File: config.mk
export PLATFORM = sky130hd
export DESIGN_NAME = can_error_frame_tx_flat
export DESIGN_NICKNAME = d
export VERILOG_FILES = /design/src/rtl/can_error_frame_tx_if.sv /design/src/rtl/can_error_frame_tx.sv /design/src/flat_wrapper.sv
export SDC_FILE = /design/constraint.sdc
export NUM_CORES = 1
export LEC_CHECK = 0
export ABC_CLOCK_PERIOD_IN_PS = 4600
export CORE_UTILIZATION = 55
export DETAILED_ROUTE_END_ITERATION = 12
export PLACE_DENSITY = 0.82
export SYNTH_ARGS = -nofsm -noshare
export SYNTH_HDL_FRONTEND = slang
export SYNTH_SLANG_ARGS = --single-unit
export TNS_END_PERCENT = 20
File: constraint.sdc
create_clock -name clk -period 4.6 [get_ports clk]
set_clock_uncertainty 0.1 [all_clocks]
set_input_delay 0.92 -clock clk [delete_from_list [all_inputs] [get_ports clk]]
set_output_delay 0.92 -clock clk [all_outputs]
set_load 0.05 [all_outputs]
File: src/rtl/can_error_frame_tx_if.sv
// Error-frame transmitter port bundle: bit-timing strobes, fault-confinement state, bus bit and status.
interface can_error_frame_tx_if;
    logic tx_point;
    logic sample_point;
    logic rx_bit;
    logic error_req;
    logic error_active;
    logic error_passive;
    logic bus_off;
    logic tx_bit;
    logic error_frame_active;
    logic sending_error_flag_passive;
    logic in_error_delimiter;
    logic dominant_overrun;
    logic delim_error;
    logic frame_done;

    modport master (
        output tx_point, sample_point, rx_bit, error_req, error_active, error_passive, bus_off,
        input  tx_bit, error_frame_active, sending_error_flag_passive, in_error_delimiter,
               dominant_overrun, delim_error, frame_done
    );

    modport slave (
        input  tx_point, sample_point, rx_bit, error_req, error_active, error_passive, bus_off,
        output tx_bit, error_frame_active, sending_error_flag_passive, in_error_delimiter,
               dominant_overrun, delim_error, frame_done
    );
endinterface

File: src/rtl/can_error_frame_tx.sv
// Purpose: emits the CAN error frame (flag, recessive wait, delimiter, intermission) after a detected error.
// Latency: flag starts at the first tx_point after the request (same tx_point if coincident); pulses 1 clk after sample_point.
// Backpressure: none; paced by tx_point/sample_point strobes, bus_off aborts on the next clk.
module can_error_frame_tx #(
    parameter int FLAG_LEN  = 6,
    parameter int DELIM_LEN = 8,
    parameter int IFS_LEN   = 3,
    parameter int OVR_LEN   = 8
) (
    input  logic                 clk,
    input  logic                 rst,
    can_error_frame_tx_if.slave  bus
);
    localparam int CW = 8;

    typedef enum logic [2:0] {
        IDLE, ACTIVE_FLAG, PASSIVE_FLAG, WAIT_REC, DELIMITER, INTERMISSION
    } state_t;

    state_t        state, state_nxt, tx_state;
    logic          pending, pending_nxt;
    logic [CW-1:0] bit_cnt, bit_cnt_nxt;
    logic [CW-1:0] eq_cnt, eq_cnt_nxt, eq_run;
    logic          last_bit, last_bit_nxt;
    logic [3:0]    dom_cnt, dom_cnt_nxt;
    logic          tx_bit, tx_bit_nxt;
    logic          ovr_p, ovr_nxt, derr_p, derr_nxt, done_p, done_nxt;
    logic          req_ok;
    // A flag is passive whenever the node is not error-active, so this input is informational only.
    logic          unused_passive;

    assign unused_passive = bus.error_passive;

    always_ff @(posedge clk or negedge rst) begin
        if (!rst) begin
            state    <= IDLE;
            pending  <= 1'b0;
            bit_cnt  <= '0;
            eq_cnt   <= '0;
            last_bit <= 1'b0;
            dom_cnt  <= '0;
            tx_bit   <= 1'b1;
            ovr_p    <= 1'b0;
            derr_p   <= 1'b0;
            done_p   <= 1'b0;
        end else begin
            state    <= state_nxt;
            pending  <= pending_nxt;
            bit_cnt  <= bit_cnt_nxt;
            eq_cnt   <= eq_cnt_nxt;
            last_bit <= last_bit_nxt;
            dom_cnt  <= dom_cnt_nxt;
            tx_bit   <= tx_bit_nxt;
            ovr_p    <= ovr_nxt;
            derr_p   <= derr_nxt;
            done_p   <= done_nxt;
        end
    end

    always_comb begin
        state_nxt    = state;
        pending_nxt  = pending;
        bit_cnt_nxt  = bit_cnt;
        eq_cnt_nxt   = eq_cnt;
        last_bit_nxt = last_bit;
        dom_cnt_nxt  = dom_cnt;
        tx_bit_nxt   = tx_bit;
        ovr_nxt      = 1'b0;
        derr_nxt     = 1'b0;
        done_nxt     = 1'b0;
        eq_run       = '0;
        tx_state     = state;
        req_ok       = bus.error_req && !bus.bus_off;

        case (state)
            IDLE: begin
                if (req_ok) pending_nxt = 1'b1;
                // The starting flag drives tx_bit in the very tx_point that launches it.
                if (bus.tx_point && (pending || req_ok)) begin
                    pending_nxt = 1'b0;
                    state_nxt   = bus.error_active ? ACTIVE_FLAG : PASSIVE_FLAG;
                    bit_cnt_nxt = '0;
                    eq_cnt_nxt  = '0;
                    tx_state    = state_nxt;
                end
            end
            ACTIVE_FLAG: begin
                if (bus.sample_point) begin
                    if (bit_cnt == CW'(FLAG_LEN - 1)) begin
                        state_nxt   = WAIT_REC;
                        bit_cnt_nxt = '0;
                    end else begin
                        bit_cnt_nxt = bit_cnt + 1'b1;
                    end
                end
            end
            PASSIVE_FLAG: begin
                if (bus.sample_point) begin
                    eq_run       = (eq_cnt != '0 && bus.rx_bit == last_bit) ? eq_cnt + 1'b1 : CW'(1);
                    last_bit_nxt = bus.rx_bit;
                    if (eq_run == CW'(FLAG_LEN)) begin
                        state_nxt  = WAIT_REC;
                        eq_cnt_nxt = '0;
                    end else begin
                        eq_cnt_nxt = eq_run;
                    end
                end
            end
            WAIT_REC: begin
                if (bus.sample_point) begin
                    if (bus.rx_bit) begin
                        state_nxt   = DELIMITER;
                        bit_cnt_nxt = CW'(1);
                        dom_cnt_nxt = '0;
                    end else if (dom_cnt == 4'(OVR_LEN - 1)) begin
                        ovr_nxt     = 1'b1;
                        dom_cnt_nxt = '0;
                    end else begin
                        dom_cnt_nxt = dom_cnt + 1'b1;
                    end
                end
            end
            DELIMITER: begin
                if (bus.sample_point) begin
                    if (!bus.rx_bit) begin
                        derr_nxt    = 1'b1;
                        pending_nxt = 1'b1;
                        state_nxt   = IDLE;
                        bit_cnt_nxt = '0;
                    end else if (bit_cnt == CW'(DELIM_LEN - 1)) begin
                        state_nxt   = INTERMISSION;
                        bit_cnt_nxt = '0;
                    end else begin
                        bit_cnt_nxt = bit_cnt + 1'b1;
                    end
                end
            end
            INTERMISSION: begin
                if (bus.sample_point) begin
                    // A dominant bit here is another node's SOF: end the frame at once.
                    if (!bus.rx_bit || bit_cnt == CW'(IFS_LEN - 1)) begin
                        state_nxt   = IDLE;
                        done_nxt    = 1'b1;
                        bit_cnt_nxt = '0;
                    end else begin
                        bit_cnt_nxt = bit_cnt + 1'b1;
                    end
                end
            end
            default: state_nxt = IDLE;
        endcase

        if (bus.tx_point) tx_bit_nxt = (tx_state != ACTIVE_FLAG);

        if (bus.bus_off) begin
            state_nxt    = IDLE;
            pending_nxt  = 1'b0;
            bit_cnt_nxt  = '0;
            eq_cnt_nxt   = '0;
            last_bit_nxt = 1'b0;
            dom_cnt_nxt  = '0;
            tx_bit_nxt   = 1'b1;
            ovr_nxt      = 1'b0;
            derr_nxt     = 1'b0;
            done_nxt     = 1'b0;
        end
    end

    assign bus.tx_bit                     = tx_bit;
    assign bus.error_frame_active         = (state != IDLE);
    assign bus.sending_error_flag_passive = (state == PASSIVE_FLAG);
    assign bus.in_error_delimiter         = (state == DELIMITER);
    assign bus.dominant_overrun           = ovr_p;
    assign bus.delim_error                = derr_p;
    assign bus.frame_done                 = done_p;
endmodule

File: src/flat_wrapper.sv
// flat-port wrapper written by rule: the top's interface ports become plain ports
module can_error_frame_tx_flat 
#(
    parameter int FLAG_LEN  = 6,
    parameter int DELIM_LEN = 8,
    parameter int IFS_LEN   = 3,
    parameter int OVR_LEN   = 8
)
  (clk, rst, bus_tx_point, bus_sample_point, bus_rx_bit, bus_error_req, bus_error_active, bus_error_passive, bus_bus_off, bus_tx_bit, bus_error_frame_active, bus_sending_error_flag_passive, bus_in_error_delimiter, bus_dominant_overrun, bus_delim_error, bus_frame_done);
  can_error_frame_tx_if bus_i ();
  input  logic clk;
  input  logic rst;
  input wire logic [$bits(bus_i.tx_point)-1:0] bus_tx_point;
  input wire logic [$bits(bus_i.sample_point)-1:0] bus_sample_point;
  input wire logic [$bits(bus_i.rx_bit)-1:0] bus_rx_bit;
  input wire logic [$bits(bus_i.error_req)-1:0] bus_error_req;
  input wire logic [$bits(bus_i.error_active)-1:0] bus_error_active;
  input wire logic [$bits(bus_i.error_passive)-1:0] bus_error_passive;
  input wire logic [$bits(bus_i.bus_off)-1:0] bus_bus_off;
  output wire logic [$bits(bus_i.tx_bit)-1:0] bus_tx_bit;
  output wire logic [$bits(bus_i.error_frame_active)-1:0] bus_error_frame_active;
  output wire logic [$bits(bus_i.sending_error_flag_passive)-1:0] bus_sending_error_flag_passive;
  output wire logic [$bits(bus_i.in_error_delimiter)-1:0] bus_in_error_delimiter;
  output wire logic [$bits(bus_i.dominant_overrun)-1:0] bus_dominant_overrun;
  output wire logic [$bits(bus_i.delim_error)-1:0] bus_delim_error;
  output wire logic [$bits(bus_i.frame_done)-1:0] bus_frame_done;
  assign bus_i.tx_point = bus_tx_point;
  assign bus_i.sample_point = bus_sample_point;
  assign bus_i.rx_bit = bus_rx_bit;
  assign bus_i.error_req = bus_error_req;
  assign bus_i.error_active = bus_error_active;
  assign bus_i.error_passive = bus_error_passive;
  assign bus_i.bus_off = bus_bus_off;
  assign bus_tx_bit = bus_i.tx_bit;
  assign bus_error_frame_active = bus_i.error_frame_active;
  assign bus_sending_error_flag_passive = bus_i.sending_error_flag_passive;
  assign bus_in_error_delimiter = bus_i.in_error_delimiter;
  assign bus_dominant_overrun = bus_i.dominant_overrun;
  assign bus_delim_error = bus_i.delim_error;
  assign bus_frame_done = bus_i.frame_done;
  can_error_frame_tx #(.FLAG_LEN(FLAG_LEN), .DELIM_LEN(DELIM_LEN), .IFS_LEN(IFS_LEN), .OVR_LEN(OVR_LEN)) u_core (.clk(clk), .rst(rst), .bus(bus_i));
endmodule
==> flow_summary.json, run 1 <==
{
  "areaGrowthSynthToFinish_pct": 13.61,
  "io_buffer_count": 14,
  "wl_um": 4632,
  "worst_path_max_delay_cell": "clkdlybuf4s50_1",
  "end_kind": "primary output",
  "p_total_mw": 0.8038,
  "fp-row-count": 21,
  "clkPwrFrac_pct": 34.7,
  "crit_type": "flop to primary output",
  "crit_cells": 4,
  "synth_edf_count": 0,
  "leakage_nw": 0.9982,
  "hold_start": "u_core.dom_cnt[3]",
  "cp-start-kind": "flop",
  "maxSlewHeadroom_pct": 60.01,
  "cts.sinks": 29,
  "seqCellArea_um2": 726.9,
  "crit_buf_inv": 2,
  "numCtsBuffers": 5,
  "power.density_mw_per_mm2": 342.1,
  "cp.arrival_ns": 2.41,
  "cp_cell_sequence": "nor2_1 > nand2_1 > inv_1 > clkdlybuf4s50_1",
  "cts_resized": 0,
  "syn-cell-area_mm2": 0.002068,
  "cts_root_buf": "clkbuf_8",
  "rr_worst_depth": 6,
  "vias": 1817,
  "max_freq_mhz": 291.7,
  "clockBufferDepth": 2,
  "first_pass_iters": 5,
  "slowest_delay_ns": 0.84,
  "drc": 0,
  "antenna_found_initial": 0,
  "critPathLaunch": "u_core.state[2]",
  "yosysSeqAreaShare_pct": 35.15,
  "start_util_pct": 59.63,
  "p_sw_mw": 0.2728,
  "rsz0062_at_grt": "no",
  "multi_input_area_mm2": 0.001241,
  "synth_nets": 247,
  "final_nets": 259,
  "die_w_um": 63.32,
  "grt_pass1_vias": 1756,
  "gp_congestion": 0.8587,
  "wl_per_cell_um": 15.92,
  "maxSlewViolCount": 0,
  "tightest_slew_ns": 0.5947,
  "drt_first_iter_violations": 159,
  "hpwl_um": 3214,
  "power_frac_comb_pct": 27.5,
  "cts_tree": "built",
  "synth.avg_cell_area_um2": 8.915,
  "grtUsageTotal_pct": 26.33,
  "netlist_instances": 232,
  "critPathMaxFanout": 20,
  "diodes": 0,
  "p_sw_share_pct": 33.94,
  "p_int_mw": 0.5310,
  "timing.final.crit_share_pct": 74.53,
  "status": "finished clean",
  "ant_nets": 0,
  "rr_startpoint": "u_core.state[2]",
  "clk_pin_slew_ns": 0.07,
  "post-cts-setup-buffers": 0,
  "async_reset_ff_share_pct": 100.0,
  "crit_required_ns": 3.58,
  "setup_violations": 0,
  "yosys_warnings": 0,
  "dieArea_mm2": 0.004009,
  "ys_types": 69,
  "cts_max_level": 2,
  "overflow": 0,
  "fillers": 302,
  "ys_ff_latch": 29,
  "vdd_drop_max_mv": 0.3180,
  "period_needed_ns": 3.428,
  "core-area_mm2": 0.003468,
  "fin_setup_tns_ns": 0,
  "grt_max_degree": 30,
  "layout_common_cells": "dfrtp_1, nor2_1, a21oi_1",
  "worstHoldPathType": "flop to flop",
  "drive_gt1_share_pct": 10.20,
  "hold_violations": 0,
  "holdBufCountCts": 0,
  "whs_path_depth": 1,
  "p_seq_share_pct": 37.8,
  "critPathTopFamily": "buffers and inverters",
  "via_per_inst": 6.244,
  "ioPinCount": 16,
  "insertion_delay_ns": 0.28,
  "ys.flop_type": "dfrtp_1",
  "maxCapViolations": 0,
  "die_y_um": 63.32,
  "mostFrequentLayoutCell": "dfrtp_1",
  "grt_pass1_wl_um": 8335
}
==> logic make-up (layout without fill, tap and decap cells) <==
logic type	after synthesis	after routing	synth area share, %
xor+xnor	2	2	0.8471
flops	29	29	35.15
mux	2	2	0.9680
buf+inv	24	37	4.840
compound gates	78	78	28.68
simple gates	91	91	25.89
fa+ha+maj	6	6	3.630
==> registers in the layout, indices dropped and copies added, names as in the netlist <==
| name | flops |
|---|---|
| u_core.last_bit | 1 |
| u_core.state | 3 |
| u_core.bus.frame_done | 1 |
| u_core.eq_cnt | 8 |
| u_core.bus.delim_error | 1 |
| u_core.bit_cnt | 8 |
| u_core.bus.tx_bit | 1 |
| u_core.pending | 1 |
| u_core.dom_cnt | 4 |
| u_core.bus.dominant_overrun | 1 |
==> power by group through the flow <==
stage	registers (mW)	logic [mW]	clock network [mW]
floorplan	0.294	0.172	0
global placement	0.306	0.216	0
detailed placement	0.306	0.219	0
CTS	0.303	0.221	0.283
global route	0.307	0.244	0.294
finish	0.304	0.221	0.279
==> path summary, 6_finish.rpt <==
| kind | slack, ns | to |
|---|---|---|
| max | 1.17 | bus_sending_error_flag_passive |
| max in group asynchronous | 3.18 | u_core.bus.tx_bit |
| min | 0.38 | u_core.bus.dominant_overrun |
| min in group asynchronous | 0.92 | u_core.bit_cnt[1] |
| max reg2reg | 2.30 | u_core.bit_cnt[4] |
| min reg2reg | 0.38 | u_core.bus.dominant_overrun |
==> cell type report <==
cell class              instances  share of cell area, %
clock buffers                   6                  3.514
repair buffers                 16                  6.603
flip-flops and latches         29                  30.94
well taps                      46                  2.449
multi-input cells             179                  52.82
clock inverters                 2                  1.597
inverters                      13                  2.077
==> metrics by stage <==
step / cell area, um2 / setup slack [ns] / hold slack, ns / std cells / utilization, %
after floorplan: 2068 / 2.241 / 0.3411 / 232 / -
after global placement: 2230 / 1.318 / 0.3632 / 283 / 64.29
after detailed placement: 2230 / 1.325 / 0.3710 / 283 / 64.29
after CTS: 2350 / 1.184 / 0.3782 / 291 / 67.75
after global routing: 2350 / 1.085 / 0.4133 / 291 / 67.75
final: 2350 / 1.172 / 0.3815 / 291 / 67.75
==> synth_stat cells, drive strengths merged, types with 6 or more instances <==
| master | instances | share of area, % |
|---|---|---|
| clkbuf | 8 | 1.6 |
| o21ai | 17 | 4.1 |
| a22o | 7 | 3.0 |
| a21oi | 15 | 3.6 |
| inv | 13 | 2.4 |
| nand2 | 13 | 2.4 |
| ha | 6 | 3.6 |
| nor2 | 17 | 3.1 |
| dfrtp | 28 | 34 |
| nand3 | 8 | 1.9 |
| and3 | 12 | 3.9 |
==> layer usage <==
| layer | wire, um | track usage [%] | part of all wire, % |
|---|---|---|---|
| met5 | 0 | 0 | 0 |
| met4 | 27 | 8.239 | 0.58 |
| met3 | 152 | 4.348 | 3.3 |
| met2 | 2211 | 41.89 | 48 |
| met1 | 2240 | 36.43 | 48 |
(Power assumes the default switching activity.)
==> run 2: changes to the inputs <==
- ABC_CLOCK_PERIOD_IN_PS: 4600 -> 3600
- clock period: 4.6 -> 3.6 ns (I/O delays scaled with it)
==> run 2 against run 1 <==
Worst hold slack got worse by 0.0025 ns; sequential power increased by 26%; core utilization increased by 0.11 points; via count increased by 4.5%; register-to-register slack got worse by 1.2 ns; count of clock-buffer cells in the layout increased by 1; first-iteration DRC count decreased by 14%; worst setup slack got worse by 0.77 ns.
==> flow_summary.json, run 2 (synthesis gave the netlist of run 1 again) <==
{
  "seqCellArea_um2": 726.9,
  "timing.final.crit_share_pct": 88.91,
  "cts_max_level": 2,
  "mostFrequentLayoutCell": "dfrtp_1",
  "clockBufferDepth": 2,
  "maxSlewViolCount": 0,
  "gp_congestion": 0.8281,
  "p_int_mw": 0.6291,
  "placed_cell_area_mm2": 0.002252,
  "ant_nets": 0,
  "fin_setup_tns_ns": 0,
  "die_w_um": 63.32,
  "crit_type": "flop to primary output",
  "drc": 0,
  "grt_pass1_vias": 1749,
  "first_pass_iters": 4,
  "rr_startpoint": "u_core.bit_cnt[1]",
  "insertion_delay_ns": 0.28,
  "cp_cell_sequence": "nor2_1 > nand2_1 > inv_1 > clkdlybuf4s50_1",
  "multi_input_area_mm2": 0.001241,
  "fillers": 298,
  "holdBufCountCts": 0,
  "grtUsageTotal_pct": 25.60,
  "layout_common_cells": "dfrtp_1, nor2_1, a21oi_1",
  "final_nets": 262,
  "power.density_mw_per_mm2": 413.8,
  "stdcell_area_mm2": 0.002354,
  "worst_path_max_delay_cell": "clkdlybuf4s50_1",
  "hpwl_um": 3205,
  "grt_max_degree": 30,
  "antenna_found_initial": 0,
  "crit_required_ns": 2.78,
  "period_needed_ns": 3.201,
  "p_sw_share_pct": 35.40,
  "met1_usage_pct": 33.18,
  "cts_resized": 0,
  "diodes": 0,
  "dieArea_mm2": 0.004009,
  "cp.arrival_ns": 2.38,
  "die_y_um": 63.32,
  "end_kind": "primary output",
  "areaGrowthSynthToFinish_pct": 13.79,
  "use_met2_pct": 41.76,
  "drive_gt1_share_pct": 11.29,
  "p_sw_mw": 0.3447,
  "largestRegisters": "u_core.bit_cnt: 8 flops, u_core.eq_cnt: 8 flops, u_core.dom_cnt: 4 flops",
  "clkPwrFrac_pct": 30.7,
  "cts_tree": "built",
  "slowest_delay_ns": 0.84,
  "overflow": 0,
  "use_met3_pct": 4.529,
  "maxCapViolations": 0,
  "max_freq_mhz": 312.4,
  "cp-start-kind": "flop",
  "via_per_inst": 6.456,
  "hold_violations": 0,
  "leakage_nw": 1.010,
  "hold_start": "u_core.dom_cnt[3]",
  "vdd_drop_max_mv": 0.2988,
  "ioPinCount": 16,
  "rsz0062_at_grt": "no",
  "top_usage_layer": "met2",
  "clk_pin_slew_ns": 0.06,
  "cts_root_buf": "clkbuf_8",
  "worstHoldPathType": "flop to flop",
  "io_buffer_count": 14,
  "core-area_mm2": 0.003468,
  "wl_per_cell_um": 15.77,
  "setup_violations": 0,
  "numCtsBuffers": 5,
  "maxSlewHeadroom_pct": 60.89,
  "p_seq_share_pct": 39.5,
  "status": "finished clean",
  "power_frac_comb_pct": 29.8,
  "vias": 1898,
  "critPathMaxFanout": 15,
  "p_total_mw": 0.9739,
  "cts.sinks": 29,
  "drt_first_iter_violations": 137,
  "start_util_pct": 59.63,
  "grt_pass1_wl_um": 8038,
  "post-cts-setup-buffers": 0,
  "fp-row-count": 21,
  "tightest_slew_ns": 0.5817,
  "critPathLaunch": "u_core.state[0]",
  "wl_um": 4637
}
==> run 2: worst max-delay path: cells and delay by family (launching register included) <==
kind | cells | cell delay [ns]
AND/OR/NAND/NOR | 2 | 0.50
flip-flops | 1 | 0.54
buffers and inverters | 2 | 1.06
==> run 2: final cells by class <==
type,count,area share (%)
clock buffer,7,4.094
clock inverter,1,0.2127
inverter,13,2.073
multi-input combinational,179,52.74
sequential,29,30.89
tap,46,2.446
timing repair buffer,19,7.549
==> run 2: worst paths after layout <==
kind / slack [ns] / to / cells past startpoint
worst max-delay path: 0.40 / bus_sending_error_flag_passive / 4
max in group asynchronous: 2.37 / u_core.bus.tx_bit / 2
min in group asynchronous: 0.72 / u_core.bit_cnt[3] / 2
worst max register to register: 1.15 / u_core.bit_cnt[7] / 8
worst min-delay path: 0.38 / u_core.bus.dominant_overrun / 1
worst min register to register: 0.38 / u_core.bus.dominant_overrun / 1
==> run 2: per-layer routing <==
metal	share of wire [%]	vias up
met5	0	-
met2	48	60
li1	-	903
met4	2.3	0
met3	4.1	14
met1	46	921
==> run 2: power groups by stage <==
stage          Combinational (mW)  Clock, mW  Sequential [mW]
2_1_floorplan               0.219          0            0.375
3_3_place_gp                0.282          0            0.387
3_5_place_dp                0.286          0            0.388
4_1_cts                     0.289      0.303            0.383
5_1_grt                     0.317      0.317            0.389
6_report                    0.291      0.299            0.384
==> run 2: stage by stage <==
stage / setup slack (ns) / utilization [%] / hold slack, ns / cells
5_1_grt: 0.3142 / 67.86 / 0.4179 / 294
2_1_floorplan: 1.441 / - / 0.3244 / 232
3_5_place_dp: 0.7089 / 64.94 / 0.3755 / 286
3_3_place_gp: 0.7267 / 64.94 / 0.3636 / 286
4_1_cts: 0.4332 / 67.86 / 0.3759 / 294
6_report: 0.3992 / 67.86 / 0.3791 / 294
